### src/rtl/tp84_sound_mixer_if.sv
// Channel/gain/mute inputs and mixed-sample outputs of the tp84 sound mixer.
// The source side (master) drives samples and gains; the mixer side (slave) returns the mix.
interface tp84_sound_mixer_if;
  logic signed [15:0] in0;
  logic signed [15:0] in1;
  logic signed [15:0] in2;
  logic signed [15:0] in3;
  logic [7:0]         gain0;
  logic [7:0]         gain1;
  logic [7:0]         gain2;
  logic [7:0]         gain3;
  logic               mute;
  logic signed [15:0] out;
  logic               out_valid;
  logic               clip;

  modport master (
    output in0, in1, in2, in3,
    output gain0, gain1, gain2, gain3,
    output mute,
    input  out, out_valid, clip
  );

  modport slave (
    input  in0, in1, in2, in3,
    input  gain0, gain1, gain2, gain3,
    input  mute,
    output out, out_valid, clip
  );
endinterface

### src/rtl/tp84_sound_mixer.sv
// Sequential 4-channel gain/accumulate mixer: snapshot once per DIV clocks, accumulate
// one channel per clock, saturate to signed 16 bits and hold until the next period.
module tp84_sound_mixer #(
  parameter int DIV = 256
) (
  input  logic                  clk,
  input  logic                  reset,
  tp84_sound_mixer_if.slave     bus
);

  typedef enum logic [2:0] {
    IDLE = 3'd0,
    ACC0 = 3'd1,
    ACC1 = 3'd2,
    ACC2 = 3'd3,
    ACC3 = 3'd4,
    SAT  = 3'd5
  } state_t;

  localparam logic [9:0] CNT_LAST = 10'(DIV - 1);

  state_t             state_reg;
  logic [9:0]         cnt_reg;
  logic               tick;
  logic               capture;

  logic signed [15:0] in_bus    [4];
  logic [7:0]         gain_bus  [4];
  logic signed [15:0] in_snap   [4];
  logic [7:0]         gain_snap [4];
  logic               mute_snap;

  logic [1:0]         ch_sel;
  logic signed [15:0] in_sel;
  logic signed [8:0]  gain_sel;
  logic signed [24:0] prod;
  logic signed [26:0] acc_reg;
  logic signed [19:0] acc_shift;
  logic               sat_hi;
  logic               sat_lo;
  logic signed [15:0] sat_val;

  logic signed [15:0] out_reg;
  logic               out_valid_reg;
  logic               clip_reg;

  assign tick    = (cnt_reg == CNT_LAST);
  assign capture = (state_reg == IDLE) && tick;

  always_ff @(posedge clk) begin
    if (reset) begin
      cnt_reg <= '0;
    end else if (tick) begin
      cnt_reg <= '0;
    end else begin
      cnt_reg <= cnt_reg + 10'd1;
    end
  end

  always_comb begin
    in_bus[0]   = bus.in0;
    in_bus[1]   = bus.in1;
    in_bus[2]   = bus.in2;
    in_bus[3]   = bus.in3;
    gain_bus[0] = bus.gain0;
    gain_bus[1] = bus.gain1;
    gain_bus[2] = bus.gain2;
    gain_bus[3] = bus.gain3;
  end

  // Snapshot registers: later input changes cannot disturb the sample in flight.
  generate
    for (genvar gi = 0; gi < 4; gi++) begin : g_snap
      always_ff @(posedge clk) begin
        if (reset) begin
          in_snap[gi]   <= '0;
          gain_snap[gi] <= '0;
        end else if (capture) begin
          in_snap[gi]   <= in_bus[gi];
          gain_snap[gi] <= gain_bus[gi];
        end
      end
    end
  endgenerate

  always_ff @(posedge clk) begin
    if (reset) begin
      mute_snap <= 1'b0;
    end else if (capture) begin
      mute_snap <= bus.mute;
    end
  end

  always_comb begin
    ch_sel = 2'd0;
    case (state_reg)
      ACC0:    ch_sel = 2'd0;
      ACC1:    ch_sel = 2'd1;
      ACC2:    ch_sel = 2'd2;
      ACC3:    ch_sel = 2'd3;
      default: ch_sel = 2'd0;
    endcase
  end

  // Gain is unsigned Q1.7, zero-extended so the multiply stays signed.
  assign in_sel   = in_snap[ch_sel];
  assign gain_sel = $signed({1'b0, gain_snap[ch_sel]});
  assign prod     = in_sel * gain_sel;

  // Dropping the low 7 bits of a two's-complement value truncates toward -inf.
  assign acc_shift = acc_reg[26:7];
  assign sat_hi    = (acc_shift > 20'sd32767);
  assign sat_lo    = (acc_shift < -20'sd32768);

  always_comb begin
    sat_val = acc_shift[15:0];
    if (sat_hi) begin
      sat_val = 16'sh7FFF;
    end else if (sat_lo) begin
      sat_val = 16'sh8000;
    end
  end

  always_ff @(posedge clk) begin
    if (reset) begin
      state_reg     <= IDLE;
      acc_reg       <= '0;
      out_reg       <= '0;
      out_valid_reg <= 1'b0;
      clip_reg      <= 1'b0;
    end else begin
      out_valid_reg <= 1'b0;
      case (state_reg)
        IDLE: begin
          if (tick) begin
            acc_reg   <= '0;
            state_reg <= ACC0;
          end
        end
        ACC0, ACC1, ACC2: begin
          acc_reg   <= acc_reg + {{2{prod[24]}}, prod};
          state_reg <= state_t'(state_reg + 3'd1);
        end
        ACC3: begin
          acc_reg   <= acc_reg + {{2{prod[24]}}, prod};
          state_reg <= SAT;
        end
        SAT: begin
          out_reg       <= mute_snap ? 16'sd0 : sat_val;
          clip_reg      <= !mute_snap && (sat_hi || sat_lo);
          out_valid_reg <= 1'b1;
          state_reg     <= IDLE;
        end
        default: begin
          state_reg <= IDLE;
        end
      endcase
    end
  end

  assign bus.out       = out_reg;
  assign bus.out_valid = out_valid_reg;
  assign bus.clip      = clip_reg;

endmodule

### src/flat_wrapper.sv
// flat-port wrapper written by rule: the top's interface ports become plain ports
module tp84_sound_mixer_flat 
#(
  parameter int DIV = 256
)
  (clk, reset, bus_in0, bus_in1, bus_in2, bus_in3, bus_gain0, bus_gain1, bus_gain2, bus_gain3, bus_mute, bus_out, bus_out_valid, bus_clip);
  tp84_sound_mixer_if bus_i ();
  input  logic clk;
  input  logic reset;
  input wire logic [$bits(bus_i.in0)-1:0] bus_in0;
  input wire logic [$bits(bus_i.in1)-1:0] bus_in1;
  input wire logic [$bits(bus_i.in2)-1:0] bus_in2;
  input wire logic [$bits(bus_i.in3)-1:0] bus_in3;
  input wire logic [$bits(bus_i.gain0)-1:0] bus_gain0;
  input wire logic [$bits(bus_i.gain1)-1:0] bus_gain1;
  input wire logic [$bits(bus_i.gain2)-1:0] bus_gain2;
  input wire logic [$bits(bus_i.gain3)-1:0] bus_gain3;
  input wire logic [$bits(bus_i.mute)-1:0] bus_mute;
  output wire logic [$bits(bus_i.out)-1:0] bus_out;
  output wire logic [$bits(bus_i.out_valid)-1:0] bus_out_valid;
  output wire logic [$bits(bus_i.clip)-1:0] bus_clip;
  assign bus_i.in0 = bus_in0;
  assign bus_i.in1 = bus_in1;
  assign bus_i.in2 = bus_in2;
  assign bus_i.in3 = bus_in3;
  assign bus_i.gain0 = bus_gain0;
  assign bus_i.gain1 = bus_gain1;
  assign bus_i.gain2 = bus_gain2;
  assign bus_i.gain3 = bus_gain3;
  assign bus_i.mute = bus_mute;
  assign bus_out = bus_i.out;
  assign bus_out_valid = bus_i.out_valid;
  assign bus_clip = bus_i.clip;
  tp84_sound_mixer #(.DIV(DIV)) u_core (.clk(clk), .reset(reset), .bus(bus_i));
endmodule
### config.mk
export PLATFORM = sky130hd
export DESIGN_NAME = tp84_sound_mixer_flat
export DESIGN_NICKNAME = d
export VERILOG_FILES = /design/src/rtl/tp84_sound_mixer_if.sv /design/src/rtl/tp84_sound_mixer.sv /design/src/flat_wrapper.sv
export SDC_FILE = /design/constraint.sdc
export NUM_CORES = 1
export LEC_CHECK = 0
export BUFFER_PORTS_ARGS = -buffer_cell sky130_fd_sc_hd__buf_2
export CORE_ASPECT_RATIO = 1.75
export CORE_UTILIZATION = 52
export DETAILED_ROUTE_END_ITERATION = 7
export PLACE_DENSITY = 0.71
export SKIP_LAST_GASP = 1
export SYNTH_ARGS = -nofsm -noshare
export SYNTH_HDL_FRONTEND = slang
export SYNTH_SLANG_ARGS = --single-unit
### constraint.sdc
create_clock -name clk -period 12.4 [get_ports clk]
set_input_delay 2.48 -clock clk [delete_from_list [all_inputs] [get_ports clk]]
set_output_delay 2.48 -clock clk [all_outputs]
set_load 0.01 [all_outputs]
==> flow_summary.json <==
{
  "status": "complete, no violations",
  "p_leak_nw": 6.43,
  "cts_buffers": 17,
  "synthesis.nets": 1607,
  "cts_root_buffer": "clkbuf_16",
  "critPathLaunchType": "register",
  "rows": 74,
  "largest_reg_flops": 64,
  "synth-edff-count": 96,
  "worst_path_largest_cell_delay_ps": 930,
  "fp.coreArea_um2": 23400,
  "yosys_register_bits": 155,
  "yosysTopAreaCell": "edfxtp_1",
  "relSlewSlack_pct": 15.1,
  "grt_pass1_wl_mm": 43.1,
  "die-area_um2": 24600,
  "synth_top_area_share_pct": 23.1,
  "hp-start": "u_core.bus.out[11]$_SDFFE_PP0P_",
  "antennaDiodeCount": 0,
  "period_share_pct": 73.4,
  "dr.pass1.iters": 4,
  "synth.distinct_cells": 67,
  "nets": 1707,
  "hold_depth": 2,
  "power-per-cell-area_nw_per_um2": 108,
  "worstMarginPinSlew_ps": 1270,
  "synth.most_common_cell": "and2_1",
  "postSynthAreaPerCell_um2": 9.43,
  "crit_arrival_ps": 9430,
  "synth_common_cells": "and2_1, inv_1, nand2_1",
  "cts.htree.levels": 4,
  "vdd_drop_max_v": 0.000121,
  "via_per_inst": 5.30,
  "dp_hpwl_mm": 20.0,
  "tns_ps": 0,
  "skew_ps": 13.3,
  "setup_ws_ps": 3300,
  "p_total_mw": 1.50,
  "reg2reg_to": "u_core.acc_reg[24]$_SDFFE_PP0P_",
  "synth-main-ff-cell": "edfxtp_1",
  "drc": 0,
  "cp_slowest_cell": "a31oi_1",
  "start_util_pct": 53.2,
  "cts_hold_buf": 0,
  "hold_violations": 0,
  "port_buffers": 116,
  "clkSlewWorstSetupHoldPaths_ps": 60,
  "syn_area_um2": 12500,
  "fillCellCount": 2072,
  "clockBufferDepth": 2,
  "die_height_um": 207,
  "place_ws_ps": 3310,
  "synth-seq-area-share_pct": 32.6,
  "numClockSinks": 155,
  "drive_above_1_share_pct": 12.8,
  "yosys_warnings": 0,
  "wl_per_cell_um": 14.6,
  "holdCritPathClass": "register to register",
  "finalSetupViolCount": 0,
  "end_kind": "register",
  "reg2reg_slack_ps": 3300,
  "min_to": "u_core.bus.out[11]$_SDFFE_PP0P_",
  "maxSlewViolCount": 0,
  "ant_nets": 0,
  "area_growth_pct": 11.7,
  "cp.required_ps": 12730,
  "drt-total-wl_mm": 25.4,
  "cap_violations": 0,
  "first_global_vias": 9414,
  "async_flop_share_pct": 0,
  "max_freq_mhz": 110,
  "top_level_ports": 117,
  "cp_max_fo": 48,
  "fin_crit_ps": 9100,
  "cts_tree": "done",
  "clk_latency_ps": 450,
  "cts_setup_buffers": 0,
  "dieWidth_um": 119,
  "drt_iter0_drc": 335,
  "worstSetupPathType": "register to register",
  "rsz0062_at_grt": "false",
  "grt_max_degree": 97,
  "syn_inst": 1321,
  "grtUsageTotal_pct": 22.2,
  "ff2ff_path_depth": 34,
  "gp_congestion": 0.866,
  "antenna_found_initial": 0,
  "synth_area_leaders": "edfxtp_1, fa_1, dfxtp_1",
  "r2r_start": "u_core.state_reg[0]$_SDFFE_PP0P_",
  "post_cts_resized": 0,
  "num_vias": 9209,
  "grt.overflow.total": 0
}
-- report_power, final --
group / internal (mW) / switching (mW)
clock: 0.293 / 0.214
sequential: 0.559 / 0.00519
combinational: 0.176 / 0.254
-- critical path, delay by kind of cell, from the launching register on --
kind	cells	cell delay [ps]
buf+inv	5	660
flops	1	370
simple gates	10	1870
xor+xnor	1	170
mux	1	250
fa+ha+maj	7	2970
compound gates	10	2660
-- cell usage in the layout (no fill, tap or decap), types with 16 or more instances in the layout --
cell type	n
a211oi_1	30
a21o_1	16
a21oi_1	55
a31oi_1	26
and2_1	182
buf_2	116
clkbuf_16	17
dfxtp_1	59
edfxtp_1	96
fa_1	103
ha_1	84
inv_1	180
nand2_1	165
nor2_1	53
o21ai_0	47
xnor2_1	29
xor2_1	20
-- through the flow --
| step | cells | hold WS (ps) | util [%] | cell area [um^2] |
|---|---|---|---|---|
| 2_1_floorplan | 1321 | 426 | - | 12500 |
| 3_3_place_gp | 1706 | 436 | 57.0 | 13400 |
| 6_report | 1737 | 446 | 59.4 | 13900 |
| 5_1_grt | 1737 | 461 | 59.4 | 13900 |
| 3_5_place_dp | 1706 | 443 | 57.0 | 13400 |
| 4_1_cts | 1737 | 449 | 59.4 | 13900 |
-- worst max-delay path by stage --
stage | startpoint | to | cells past startpoint
6_report | u_core.state_reg[0]$_SDFFE_PP0P_ | u_core.acc_reg[24]$_SDFFE_PP0P_ | 34
5_1_grt | u_core.state_reg[0]$_SDFFE_PP0P_ | u_core.acc_reg[24]$_SDFFE_PP0P_ | 34
4_1_cts | u_core.state_reg[0]$_SDFFE_PP0P_ | u_core.acc_reg[24]$_SDFFE_PP0P_ | 34
3_5_place_dp | u_core.state_reg[0]$_SDFFE_PP0P_ | u_core.acc_reg[24]$_SDFFE_PP0P_ | 34
3_3_place_gp | u_core.state_reg[0]$_SDFFE_PP0P_ | u_core.acc_reg[24]$_SDFFE_PP0P_ | 34
2_1_floorplan | u_core.state_reg[0]$_SDFFE_PP0P_ | u_core.acc_reg[22]$_SDFFE_PP0P_ | 35
-- cell type report --
| cell class | instances | area [um^2] | share of cell area [%] |
|---|---|---|---|
| multi-input cells | 937 | 7550 | 54.3 |
| well taps | 304 | 380 | 2.73 |
| inverters | 180 | 676 | 4.86 |
| clock inverters | 12 | 124 | 0.890 |
| clock buffers | 19 | 433 | 3.11 |
| repair buffers | 130 | 686 | 4.93 |
| flip-flops and latches | 155 | 4060 | 29.2 |
-- cells by family after synthesis --
kind of cell / count (synthesis) / synth area share, %
AND/OR/NAND/NOR: 464 / 19.1
AO/OA/AOI/OAI: 235 / 12.6
buffers and inverters: 229 / 7.10
adder cells (fa/ha/maj): 187 / 25.0
flip-flops: 155 / 32.6
XOR/XNOR: 49 / 3.44
multiplexers: 2 / 0.161
-- layer usage --
metal  vias up  track usage (%)  routed length (um)  part of all wire [%]
met1      4430             23.0                9950                    39
met5         -                0                   0                     0
met3        60             4.23                 730                   2.9
li1       4536                -                   -                     -
met2       183             42.5               13900                    55
met4         0             10.4                 751                   3.0
Note: power is estimated with default switching activity, not from simulation.
